<file path="config.mk">
export PLATFORM = sky130hd
export DESIGN_NAME = mfe_led7seg_74hc595_receiver
export DESIGN_NICKNAME = d
export VERILOG_FILES = /design/src/rtl/mfe_led7seg_pkg.sv /design/src/rtl/mfe_sync_edge.sv /design/src/rtl/mfe_led7seg_74hc595_receiver.sv
export SDC_FILE = /design/constraint.sdc
export NUM_CORES = 1
export LEC_CHECK = 0
export CAP_MARGIN = 20
export CORE_MARGIN = 8
export CORE_UTILIZATION = 40
export DETAILED_ROUTE_END_ITERATION = 10
export SYNTH_ARGS = -nofsm -noshare
export SYNTH_HDL_FRONTEND = slang
export SYNTH_SLANG_ARGS = --single-unit
export TNS_END_PERCENT = 30
</file>
<file path="constraint.sdc">
create_clock -name clk_i -period 7.3 [get_ports clk_i]
set_input_delay 1.095 -clock clk_i [delete_from_list [all_inputs] [get_ports clk_i]]
set_output_delay 1.095 -clock clk_i [all_outputs]
set_load 0.02 [all_outputs]
</file>
<file path="src/rtl/mfe_led7seg_pkg.sv">
// Shared sizing helpers and field layout for the 74HC595 LED7seg receiver.
// A character word is {seg, pos}; the frame packs digit i at SEG_NUM*i.
package mfe_led7seg_pkg;

  localparam int DIG_NUM_DEF = 8;
  localparam int SEG_NUM_DEF = 8;
  localparam int POS_LSB     = 0;

  // Number of bits needed to hold values 0..value-1.
  function automatic int clogb2(input int value);
    int res;
    res = 0;
    for (int v = value - 1; v > 0; v = v >> 1) begin
      res++;
    end
    return res;
  endfunction

  function automatic int cha_width(input int dig_num, input int seg_num);
    return dig_num + seg_num;
  endfunction

  function automatic int dat_width(input int dig_num, input int seg_num);
    return dig_num * seg_num;
  endfunction

  function automatic int seg_lsb(input int dig_num);
    return dig_num;
  endfunction

endpackage

</file>
<file path="src/rtl/mfe_sync_edge.sv">
// Multi-flop synchronizer for one asynchronous input, with a rising-edge
// pulse taken from the synchronized level.
module mfe_sync_edge #(
  parameter int SYNC_STAGES = 2
) (
  input  logic clk_i,
  input  logic rst_n_i,
  input  logic d_i,
  output logic level_o,
  output logic rise_o
);

  logic [SYNC_STAGES-1:0] sync_q;
  logic [SYNC_STAGES-1:0] sync_d;
  logic                   level_dly_q;

  assign sync_d = {sync_q[SYNC_STAGES-2:0], d_i};

  always_ff @(posedge clk_i or negedge rst_n_i) begin
    if (!rst_n_i) begin
      sync_q      <= '0;
      level_dly_q <= 1'b0;
    end else begin
      sync_q      <= sync_d;
      level_dly_q <= sync_q[SYNC_STAGES-1];
    end
  end

  assign level_o = sync_q[SYNC_STAGES-1];
  assign rise_o  = sync_q[SYNC_STAGES-1] & ~level_dly_q;

endmodule

</file>
<file path="src/rtl/mfe_led7seg_74hc595_receiver.sv">
// Receive side of the 74HC595 LED7seg link: rebuilds latched characters,
// decodes the one-hot digit position and assembles complete display frames.
module mfe_led7seg_74hc595_receiver
  import mfe_led7seg_pkg::*;
#(
  parameter int DIG_NUM     = DIG_NUM_DEF,
  parameter int SEG_NUM     = SEG_NUM_DEF,
  parameter int SYNC_STAGES = 2
) (
  input  logic                                       clk_i,
  input  logic                                       rst_n_i,
  input  logic                                       sclk_i,
  input  logic                                       rclk_i,
  input  logic                                       dio_i,
  output logic [cha_width(DIG_NUM, SEG_NUM)-1:0]     char_o,
  output logic                                       char_vld_o,
  output logic [dat_width(DIG_NUM, SEG_NUM)-1:0]     dat_o,
  output logic                                       vld_o,
  output logic                                       err_o
);

  localparam int CHA_WIDTH = cha_width(DIG_NUM, SEG_NUM);
  localparam int DAT_WIDTH = dat_width(DIG_NUM, SEG_NUM);
  localparam int CNT_WIDTH = clogb2(CHA_WIDTH + 1);
  localparam int SEG_LSB   = seg_lsb(DIG_NUM);

  localparam logic [CNT_WIDTH-1:0] CNT_FULL = CNT_WIDTH'(CHA_WIDTH);
  localparam logic [CNT_WIDTH-1:0] CNT_SAT  = CNT_WIDTH'(CHA_WIDTH + 1);
  localparam logic [CNT_WIDTH-1:0] CNT_ONE  = CNT_WIDTH'(1);
  localparam logic [DIG_NUM-1:0]   POS_ONE  = DIG_NUM'(1);

  logic sclk_rise;
  logic rclk_rise;
  logic dio_lvl;
  logic sclk_lvl_unused;
  logic rclk_lvl_unused;
  logic dio_rise_unused;

  mfe_sync_edge #(.SYNC_STAGES(SYNC_STAGES)) u_sync_sclk (
    .clk_i   (clk_i),
    .rst_n_i (rst_n_i),
    .d_i     (sclk_i),
    .level_o (sclk_lvl_unused),
    .rise_o  (sclk_rise)
  );

  mfe_sync_edge #(.SYNC_STAGES(SYNC_STAGES)) u_sync_rclk (
    .clk_i   (clk_i),
    .rst_n_i (rst_n_i),
    .d_i     (rclk_i),
    .level_o (rclk_lvl_unused),
    .rise_o  (rclk_rise)
  );

  mfe_sync_edge #(.SYNC_STAGES(SYNC_STAGES)) u_sync_dio (
    .clk_i   (clk_i),
    .rst_n_i (rst_n_i),
    .d_i     (dio_i),
    .level_o (dio_lvl),
    .rise_o  (dio_rise_unused)
  );

  logic [CHA_WIDTH-1:0] sh_q,        sh_d;
  logic [CNT_WIDTH-1:0] bitcnt_q,    bitcnt_d;
  logic [CNT_WIDTH-1:0] bitcnt_lat_q, bitcnt_lat_d;
  logic [CHA_WIDTH-1:0] char_q,      char_d;
  logic                 char_vld_q,  char_vld_d;
  logic [DAT_WIDTH-1:0] frame_q,     frame_d;
  logic [DIG_NUM-1:0]   mask_q,      mask_d;
  logic [DAT_WIDTH-1:0] dat_q,       dat_d;
  logic                 vld_q,       vld_d;
  logic                 err_q,       err_d;

  logic [DIG_NUM-1:0]   pos_w;
  logic [SEG_NUM-1:0]   seg_w;
  logic                 pos_onehot;
  logic                 word_ok;
  logic [DAT_WIDTH-1:0] frame_upd;
  logic [DIG_NUM-1:0]   mask_upd;

  // Decode view of the word latched on the previous cycle.
  always_comb begin
    pos_w      = char_q[POS_LSB +: DIG_NUM];
    seg_w      = char_q[SEG_LSB +: SEG_NUM];
    pos_onehot = (pos_w != '0) && ((pos_w & (pos_w - POS_ONE)) == '0);
    word_ok    = pos_onehot && (bitcnt_lat_q == CNT_FULL);
    frame_upd  = frame_q;
    for (int i = 0; i < DIG_NUM; i++) begin
      if (pos_w[i]) begin
        frame_upd[SEG_NUM*i +: SEG_NUM] = seg_w;
      end
    end
    mask_upd   = mask_q | pos_w;
  end

  always_comb begin
    sh_d         = sh_q;
    bitcnt_d     = bitcnt_q;
    bitcnt_lat_d = bitcnt_lat_q;
    char_d       = char_q;
    char_vld_d   = 1'b0;
    frame_d      = frame_q;
    mask_d       = mask_q;
    dat_d        = dat_q;
    vld_d        = 1'b0;
    err_d        = 1'b0;

    if (sclk_rise) begin
      sh_d = {sh_q[CHA_WIDTH-2:0], dio_lvl};
      if (bitcnt_q != CNT_SAT) begin
        bitcnt_d = bitcnt_q + CNT_ONE;
      end
    end

    // On a coincident shift the latch still sees the pre-shift register,
    // and the shift that happened alongside counts as the first new bit.
    if (rclk_rise) begin
      char_d       = sh_q;
      char_vld_d   = 1'b1;
      bitcnt_lat_d = bitcnt_q;
      bitcnt_d     = sclk_rise ? CNT_ONE : '0;
    end

    if (char_vld_q) begin
      if (word_ok) begin
        frame_d = frame_upd;
        if (&mask_upd) begin
          dat_d  = frame_upd;
          vld_d  = 1'b1;
          mask_d = '0;
        end else begin
          mask_d = mask_upd;
        end
      end else begin
        err_d = 1'b1;
      end
    end
  end

  always_ff @(posedge clk_i or negedge rst_n_i) begin
    if (!rst_n_i) begin
      sh_q         <= '0;
      bitcnt_q     <= '0;
      bitcnt_lat_q <= '0;
      char_q       <= '0;
      char_vld_q   <= 1'b0;
      frame_q      <= '0;
      mask_q       <= '0;
      dat_q        <= '0;
      vld_q        <= 1'b0;
      err_q        <= 1'b0;
    end else begin
      sh_q         <= sh_d;
      bitcnt_q     <= bitcnt_d;
      bitcnt_lat_q <= bitcnt_lat_d;
      char_q       <= char_d;
      char_vld_q   <= char_vld_d;
      frame_q      <= frame_d;
      mask_q       <= mask_d;
      dat_q        <= dat_d;
      vld_q        <= vld_d;
      err_q        <= err_d;
    end
  end

  assign char_o     = char_q;
  assign char_vld_o = char_vld_q;
  assign dat_o      = dat_q;
  assign vld_o      = vld_q;
  assign err_o      = err_q;

endmodule

</file>
## Word level (Yosys, flattened, before mapping)

Cells that the tools add are included.

- Flip-flop bits (word level): 189
- Input port bits: 5
- Output and inout port bits: 83
- Logic and storage cells: 54

- Add/subtract/negate cells: 2
- Equality and inequality tests: 2
- Mux-type cells: 19
- Bitwise logic cells: 6
- Reductions and logical operators: 10

Operators with widths:

| kind | count |
|---|---|
| $mux 8 | 9 |
| $mux 5 | 3 |
| $reduce_and 10->1 | 1 |
| $and 8x8->8 | 1 |
| $logic_not 8->1 | 1 |
| $or 8x8->8 | 1 |
| $reduce_and 8->1 | 1 |
| $reduce_bool 8->1 | 1 |
| $sub 8x1->8 const B | 1 |
| $mux 1 | 7 |
| $add 5x1->5 const B | 1 |
| $eq 5x5->1 const B | 1 |
| $ne 5x5->1 const B | 1 |
| $reduce_and 2->1 | 2 |
| $reduce_bool 2->1 | 2 |
| $and 1x1->1 | 2 |
| $logic_and 1x1->1 | 2 |
| $not 1->1 | 2 |

## Longest topological paths before layout

Gate-level depths: netlist (run 1).

- Word-level depth: 7
- Depth in mapped cells: 8
- Depth with buffers taken out: 7

## Modules after synthesis

Synthesis (run 1) repeated with hierarchy kept, for this count alone.

- Cells, all modules: 641
- Area total of the unflattened synthesis: 8,011.4 µm²

By module, submodules not included:

| module | instances | cells an instance | area each (µm²) | sequential area each (µm²) |
|---|---|---|---|---|
| mfe_led7seg_74hc595_receiver | 1 | 629 | 7,744.9 | 4,529.3 |
| mfe_sync_edge | 3 | 4 | 88.8 | 75.1 |

## Least setup slack after synthesis (run 1)

No wires, ideal clock.

- Kind: reg2reg
- Start point: reg char_q[0] (netlist: char_o[0])
- End point: reg dat_q[25] (netlist: dat_o[25])
- Setup time: 0.125 ns
- Arrival: 2.498 ns
- Required time: 7.175 ns
- Slack: 4.677 ns
- Cell stages (with the launch flop): 8
- Path buffers: 2
- Period minus slack after synthesis: 2.623 ns
- Cell sequence: dfrtp_1 -> or3_1 -> maj3_2 -> or3_1 -> nor3b_2 -> buf_6 -> buf_6 -> mux2_4

- Word-level cells in the longest chain between the ends: 6
- Elaborated cells between the ends (all ways): 8
- Classes of those cells: add/sub: 1; bitwise: 2; reduce/logical: 5

RTL lines:

| element | RTL line | RTL |
|---|---|---|
| from (decl) | mfe_led7seg_74hc595_receiver.sv:66 | `logic [CHA_WIDTH-1:0] char_q, char_d;` |
| from (signal assigned) | mfe_led7seg_74hc595_receiver.sv:156 | `char_q <= char_d;` |
| $sub 8x1->8 | mfe_led7seg_74hc595_receiver.sv:85 | `pos_onehot = (pos_w != '0) && ((pos_w & (pos_w - POS_ONE)) == '0);` |
| $and 8x8->8 | mfe_led7seg_74hc595_receiver.sv:85 |  |
| $logic_not 8->1 | mfe_led7seg_74hc595_receiver.sv:85 |  |
| $logic_and 1x1->1 | mfe_led7seg_74hc595_receiver.sv:85 |  |
| $logic_and 1x1->1 | mfe_led7seg_74hc595_receiver.sv:86 | `word_ok = pos_onehot && (bitcnt_lat_q == CNT_FULL);` |
| $reduce_and 10->1 (no line) (*) | - |  |
| to (signal assigned) | mfe_led7seg_74hc595_receiver.sv:160 | `dat_q <= dat_d;` |
| to (decl) | mfe_led7seg_74hc595_receiver.sv:70 | `logic [DAT_WIDTH-1:0] dat_q, dat_d;` |

Mark *: on every way between the ends. The rest lies on a longest branch, timed or not.
A chain may end at the register's enable or synchronous reset.

## Worst setup path in the final report (run 1)

- Start point: reg char_q[0] (netlist: char_o[0])
- End point: reg frame_q[30]

- Word-level cells in the longest chain between the ends: 6
- Elaborated cells between the ends (all ways): 7
- Classes of those cells: add/sub: 1; bitwise: 1; reduce/logical: 5

RTL lines:

| element | RTL line | RTL |
|---|---|---|
| $sub 8x1->8 | mfe_led7seg_74hc595_receiver.sv:85 |  |
| $and 8x8->8 | mfe_led7seg_74hc595_receiver.sv:85 |  |
| $logic_not 8->1 | mfe_led7seg_74hc595_receiver.sv:85 |  |
| $logic_and 1x1->1 (*) | mfe_led7seg_74hc595_receiver.sv:85 |  |
| $logic_and 1x1->1 (*) | mfe_led7seg_74hc595_receiver.sv:86 |  |
| $reduce_and 2->1 (no line) (*) | - |  |
| to (signal assigned) | mfe_led7seg_74hc595_receiver.sv:158 | `frame_q <= frame_d;` |
| to (decl) | mfe_led7seg_74hc595_receiver.sv:68 | `logic [DAT_WIDTH-1:0] frame_q, frame_d;` |

Marked as above.

==> results.py, run 1 <==
metrics = {
    "sta": {
        "worstMarginPinSlew_ps": 799,
        "slew_headroom": 0.467,
        "setup_violations": 0,
        "maxSlewViolCount": 0,
        "hold_viol": 0,
        "setup-tns-final_ps": 0,
        "skew_ps": 8.99,
        "fmax_mhz": 302,
        "rsz0062_at_grt": "no",
        "whs_ps": 349,
        "fin_crit_ps": 3310,
        "fin_crit_sh": 0.453,
    },
    "clock_network": {
        "cts_root_buffer": "clkbuf_16",
        "post_cts_buffers": 0,
        "clk_pin_slew_ps": 60,
        "h-tree-depth": 4,
        "cts_max_path_buffers": 2,
        "cts_resized": 0,
        "cts_buffers": 17,
        "ctsHoldBuffers": 0,
        "numClockSinks": 189,
        "insertion_delay_ps": 420,
        "cts_tree": "done",
    },
    "logic_synthesis": {
        "synth.top_cell.area_share": 0.581,
        "synthTopCellsByCount": "mux2_2, dfrtp_1, mux2_4, clkbuf_1, inv_1",
        "synth_nets": 532,
        "synth-edff-count": 0,
        "syn_avg_cell_area_um2": 15.5,
        "syn_area_mm2": 0.00814,
        "yosysWarnings": 0,
        "ys_ff_latch": 189,
        "synth_seq_area_share": 0.581,
        "synth_area_leader_cell": "dfrtp_1",
        "async_flop_share": 1.00,
        "synth-main-ff-cell": "dfrtp_1",
        "netlist_top_cells_area": "dfrtp_1, mux2_2, mux2_4",
        "yosysMostFrequentCell": "mux2_2",
        "synthDistinctLibCells": 38,
        "syn_inst": 525,
    },
    "pwr": {
        "p_leak_nw": 4.61,
        "vdd_drop_max_v": 0.000164,
        "sw_frac_of_total": 0.305,
        "pwr-share-seq": 0.502,
        "power_switching_uw": 828,
        "p_per_area_mw_per_mm2": 276,
        "pwr-share-clk": 0.321,
        "p_comb_frac": 0.177,
        "internal_power_mw": 1.89,
    },
    "die": {
        "die_height_um": 159,
        "core_region_area_mm2": 0.0201,
        "fp.dieW_um": 159,
        "dieArea_mm2": 0.0252,
        "io_pins": 88,
        "initial_utilization": 0.405,
        "rows": 52,
    },
    "worst_setup_path": {
        "worstPathArrival_ps": 3620,
        "worst_setup_path_start_kind": "register",
        "endpoint_kind": "register",
        "worstPathMaxFanout": 15,
        "critPathSlowestCell": "nor4_4",
        "path_delay_family": "simple AND/OR/NAND/NOR gates",
        "crit_chain": "or3_1, maj3_2, nor4_4, nand4bb_1, mux2_2",
        "worstPathRequired_ps": 7610,
        "critPathBufInv": 0,
        "timing.rr.start": "char_o[0]",
        "reg2reg_depth": 5,
        "regToRegSetupSlack_ps": 3990,
        "crit_path_max_incr_delay_ps": 690,
        "crit_type": "register to register",
        "rr_endpoint": "frame_q[30]",
    },
    "placed_design": {
        "gp_congestion": 0.749,
        "hpwl_um": 10900,
        "port_buffers": 87,
    },
    "final_layout": {
        "fill_cells": 1710,
        "nets": 614,
        "drive_gt1_frac": 0.454,
        "area_delta_synth_final_pct": 20.9,
        "fin_util": 0.489,
        "seq_area_mm2": 0.00473,
        "num_antenna_cells": 0,
        "multi_input_area_mm2": 0.00321,
    },
    "worst_hold_path": {
        "hold_path.class": "register to register",
        "min_path_cells": 0,
        "min_to": "u_sync_sclk.sync_q[1]",
        "worstHoldStart": "u_sync_sclk.sync_q[0]",
    },
    "detailed_routing": {
        "vias": 4456,
        "detail-route-antenna-nets": 0,
        "routed_wl_um": 17000,
        "drt_iter0_markers": 177,
        "avgViaCountPerCell": 5.01,
        "post-route-drc-count": 0,
        "first_pass_iters": 4,
        "wl_per_cell_um": 19.1,
    },
    "global_route": {
        "grt_max_degree": 112,
        "grt_pass1_wl_um": 27600,
        "first_global_vias": 4868,
        "grt_overflow_total": 0,
        "antenna_found_initial": 0,
        "grt_usage": 0.144,
    },
    "job": {
        "max_cap_viol_count": 0,
    },
    "status": {
        "outcome": "complete, no violations",
    },
}
flip-flops by register name (all words and copies together), names as in the netlist, 5 cells and up:
name and count:
char_o 16, sh_q 16, dat_o 64, bitcnt_q 5, bitcnt_lat_q 5, mask_q 8, frame_q 64
layer usage:
layer  up-vias  routed length, um  track usage
li1       2045                  -            -
met1      2291               7910        0.189
met2        97               7940        0.226
met3        23                772       0.0353
met4         0                353       0.0539
met5         -                  0            0
worst max path at each step:
stage | end | cells after the start | startpoint
after floorplan | dat_o[25] | 7 | char_o[0]
after global placement | frame_q[24] | 5 | char_o[5]
after detailed placement | frame_q[30] | 5 | char_o[5]
after CTS | frame_q[30] | 5 | char_o[0]
after global routing | frame_q[27] | 5 | char_o[0]
final | frame_q[30] | 5 | char_o[0]
final cells by class:
cell class                      count  share of cell area
Sequential cell                   189               0.481
Tap cell                          270              0.0343
Multi-Input combinational cell    294               0.326
Inverter                            9             0.00343
Clock inverter                     10             0.00928
Timing Repair Buffer               96              0.0996
Clock buffer                       21              0.0468
cells in the final DEF (no fill, tap or decap), types with 2 or more instances in the layout:
master / netlist / final
mux2_2: 191 / 191
dfrtp_1: 189 / 189
clkdlybuf4s50_1: 0 / 86
mux2_4: 39 / 39
clkbuf_16: 0 / 17
inv_1: 9 / 9
nand2_1: 7 / 7
buf_4: 1 / 7
nor2_1: 6 / 6
o22ai_1: 5 / 5
nand3_2: 5 / 5
a21boi_0: 5 / 5
clkinvlp_4: 0 / 5
xor2_1: 4 / 4
clkinv_2: 0 / 3
or3_1: 2 / 2
a211oi_1: 2 / 2
o21ai_0: 2 / 2
nor3b_1: 2 / 2
nand4bb_1: 2 / 2
nand3_1: 2 / 2
nand4_1: 2 / 2
ha_1: 2 / 2
clkbuf_8: 0 / 2
clkbuf_1: 15 / 2
buf_16: 0 / 2
worst reg2reg max path, delay by kind of cell, from the launching register on:
family	cells	cell delay, ps
DFF	1	580
adders and majority gates	1	350
muxes	1	470
and+or+nand+nor	3	1790
cell families after synthesis:
| family | count (synthesis) | share of synthesized area |
|---|---|---|
| xor+xnor | 4 | 0.00430 |
| mux | 230 | 0.336 |
| fa+ha+maj | 3 | 0.00446 |
| buf+inv | 42 | 0.0260 |
| compound gates | 17 | 0.0141 |
| simple gates | 40 | 0.0340 |
| flops | 189 | 0.581 |
through the flow:
step	std cells	instance area, um^2	power, mW	worst slack, ps
3_3_place_gp	856	9230	1.86	4110
2_1_floorplan	525	8140	1.62	4680
5_1_grt	889	9840	2.85	3810
3_5_place_dp	856	9230	1.87	3960
6_report	889	9840	2.72	3990
4_1_cts	887	9790	2.75	3980
power groups by stage:
stage                     Combinational, mW  Clock, mW  Sequential [mW]
after floorplan                       0.363          0             1.26
after global placement                0.480          0             1.38
after detailed placement              0.484          0             1.39
after CTS                             0.487      0.897             1.37
after global routing                  0.515      0.945             1.39
final                                 0.481      0.873             1.37
Note: power is estimated with default switching activity, not from simulation.
==> inputs of run 2 (changes only) <==
==> constraint.sdc (replaced) <==
create_clock -name clk_i -period 2.69 [get_ports clk_i]
set_input_delay 0.4035 -clock clk_i [delete_from_list [all_inputs] [get_ports clk_i]]
set_output_delay 0.4035 -clock clk_i [all_outputs]
set_load 0.02 [all_outputs]
==> run 2 against run 1 <==
Against the previous run: global-route usage is 0.16 points higher; power rose to 3.0 times the previous value; die area did not move; non-clock buffer count rose by 26; core utilization rose by 1.8 points; wire length rose by 2.0%; sequential share of layout area decreased by 1.7 points; combinational power grew to 4.1 times the previous value; fmax up 30%; flip-flop and latch count stayed put; worst setup slack worse by 3800 ps; critical endpoint is now dat_o[52].
==> results.py, run 2 (synthesis gave the netlist of run 1 again) <==
metrics = {
    "final_layout": {
        "drive_gt1_frac": 0.480,
        "num_antenna_cells": 0,
        "nets": 640,
        "final_common_cell": "mux2_2",
        "fin_util": 0.507,
        "area_delta_synth_final_pct": 25.3,
        "layout_common_cells": "mux2_2, dfrtp_1, clkdlybuf4s50_1",
    },
    "detailed_routing": {
        "first_pass_iters": 4,
        "vias": 4522,
        "detail-route-antenna-nets": 0,
        "post-route-drc-count": 0,
        "wl_per_cell_um": 18.9,
        "drt_iter0_markers": 201,
        "avgViaCountPerCell": 4.94,
        "routed_wl_um": 17300,
    },
    "die": {
        "initial_utilization": 0.405,
        "io_pins": 88,
        "core_region_area_mm2": 0.0201,
        "die_height_um": 159,
        "fp.dieW_um": 159,
        "rows": 52,
        "dieArea_mm2": 0.0252,
    },
    "worst_setup_path": {
        "critPathSlowestCell": "or3_4",
        "critPathBufInv": 2,
        "crit_chain": "or3_1, maj3_2, or3_4, nor3b_4, buf_4, buf_12, mux2_4",
        "path_delay_family": "simple AND/OR/NAND/NOR gates",
        "crit_type": "register to register",
        "crit_cells": 7,
        "endpoint_kind": "register",
        "worstPathRequired_ps": 2990,
        "crit_path_max_incr_delay_ps": 410,
        "worst_setup_path_start_kind": "register",
        "worstPathMaxFanout": 20,
        "worstPathArrival_ps": 2840,
        "reg2reg_depth": 7,
    },
    "sta": {
        "skew_ps": 10.0,
        "fin_crit_sh": 0.946,
        "fin_crit_ps": 2540,
        "setup_violations": 0,
        "maxSlewViolCount": 0,
        "worstMarginPinSlew_ps": 608,
        "slew_headroom": 0.595,
        "setup_ws_ps": 145,
        "setup-tns-final_ps": 0,
        "hold_viol": 0,
        "fmax_mhz": 393,
        "whs_ps": 354,
        "rsz0062_at_grt": "no",
    },
    "clock_network": {
        "numClockSinks": 189,
        "cts_root_buffer": "clkbuf_16",
        "cts_max_path_buffers": 2,
        "insertion_delay_ps": 420,
        "post_cts_buffers": 0,
        "cts_buffers": 17,
        "cts_tree": "done",
        "h-tree-depth": 4,
        "clk_pin_slew_ps": 70,
    },
    "global_route": {
        "grt_usage": 0.145,
        "grt_max_degree": 63,
        "grt_overflow_total": 0,
        "grt_pass1_wl_um": 28000,
        "first_global_vias": 4923,
        "antenna_found_initial": 0,
    },
    "placed_design": {
        "gp_congestion": 0.776,
        "port_buffers": 87,
        "pre_cts_slack_ps": 103,
        "hpwl_um": 11700,
    },
    "pwr": {
        "p_comb_frac": 0.244,
        "p_per_area_mw_per_mm2": 791,
        "power_switching_mw": 2.33,
        "vdd_drop_max_v": 0.000468,
        "sw_frac_of_total": 0.288,
        "pwr-share-clk": 0.353,
        "pwr-share-seq": 0.403,
        "internal_power_mw": 5.74,
        "p_leak_nw": 4.81,
    },
    "job": {
        "max_cap_viol_count": 0,
    },
    "worst_hold_path": {
        "min_path_cells": 0,
        "hold_path.class": "register to register",
    },
    "status": {
        "outcome": "complete, no violations",
    },
}
-- run 2: cell types whose count changed in the layout (fill, tap and decap cells not counted), sizes merged --
| cell | previous run | this run |
|---|---|---|
| clkbuf | 21 | 19 |
| buf | 10 | 35 |
| dlygate4sd3 | 0 | 1 |
| bufinv | 1 | 6 |
| clkinvlp | 5 | 1 |
| clkinv | 3 | 5 |
-- run 2: worst paths after layout --
| kind | from | to | slack [ps] |
|---|---|---|---|
| max in group asynchronous | rst_n_i | sh_q[8] | 1370 |
| setup reg to reg | char_o[0] | dat_o[52] | 150 |
| hold / removal | u_sync_rclk.sync_q[0] | u_sync_rclk.sync_q[1] | 350 |
| min in group asynchronous | rst_n_i | dat_o[26] | 530 |
| hold reg to reg | u_sync_rclk.sync_q[0] | u_sync_rclk.sync_q[1] | 350 |
| setup / recovery | char_o[0] | dat_o[52] | 150 |
-- run 2: what timing repair did --
action | CTS | global route
gates resized for setup | 0 | 2
hold buffers | 1 | 0
endpoints found under the setup margin | 0 | 46
hold endpoints to repair | 14 | 0
-- run 2: power groups by stage --
stage | combinational [mW] | sequential, mW | clock, mW
floorplan | 0.986 | 3.42 | 0
global placement | 1.97 | 3.29 | 0
detailed placement | 1.99 | 3.30 | 0
CTS | 2.01 | 3.25 | 2.91
global route | 2.11 | 3.28 | 3.03
finish | 1.97 | 3.25 | 2.85
-- run 2: worst reg2reg max path, cell delays in order, from the launching register on --
cell,delay [ps]
dfrtp_1,370
or3_1,400
maj3_2,320
or3_4,410
nor3b_4,240
buf_4,180
buf_12,190
mux2_4,320
-- run 2: layout make-up --
| cell class | instances | area (um^2) |
|---|---|---|
| Fill cell | 1658 | 9910 |
| Clock inverter | 13 | 236 |
| Multi-Input combinational cell | 294 | 3220 |
| Sequential cell | 189 | 4730 |
| Timing Repair Buffer | 122 | 1200 |
| Clock buffer | 19 | 443 |
| Tap cell | 270 | 338 |
| Inverter | 9 | 33.8 |
-- run 2: through the flow --
step	cells	area [um^2]	total power, mW
after floorplan	525	8140	4.41
after global placement	883	9500	5.26
after detailed placement	883	9500	5.30
after CTS	916	10200	8.17
after global routing	916	10200	8.43
final	916	10200	8.07
-- run 2: metal layers --
layer | vias to the layer above | wire length, um | GRT usage
met5 | - | 0 | 0
met4 | 0 | 204 | 0.0404
met3 | 14 | 688 | 0.0285
li1 | 2100 | - | -
met2 | 79 | 8390 | 0.240
met1 | 2329 | 8030 | 0.191
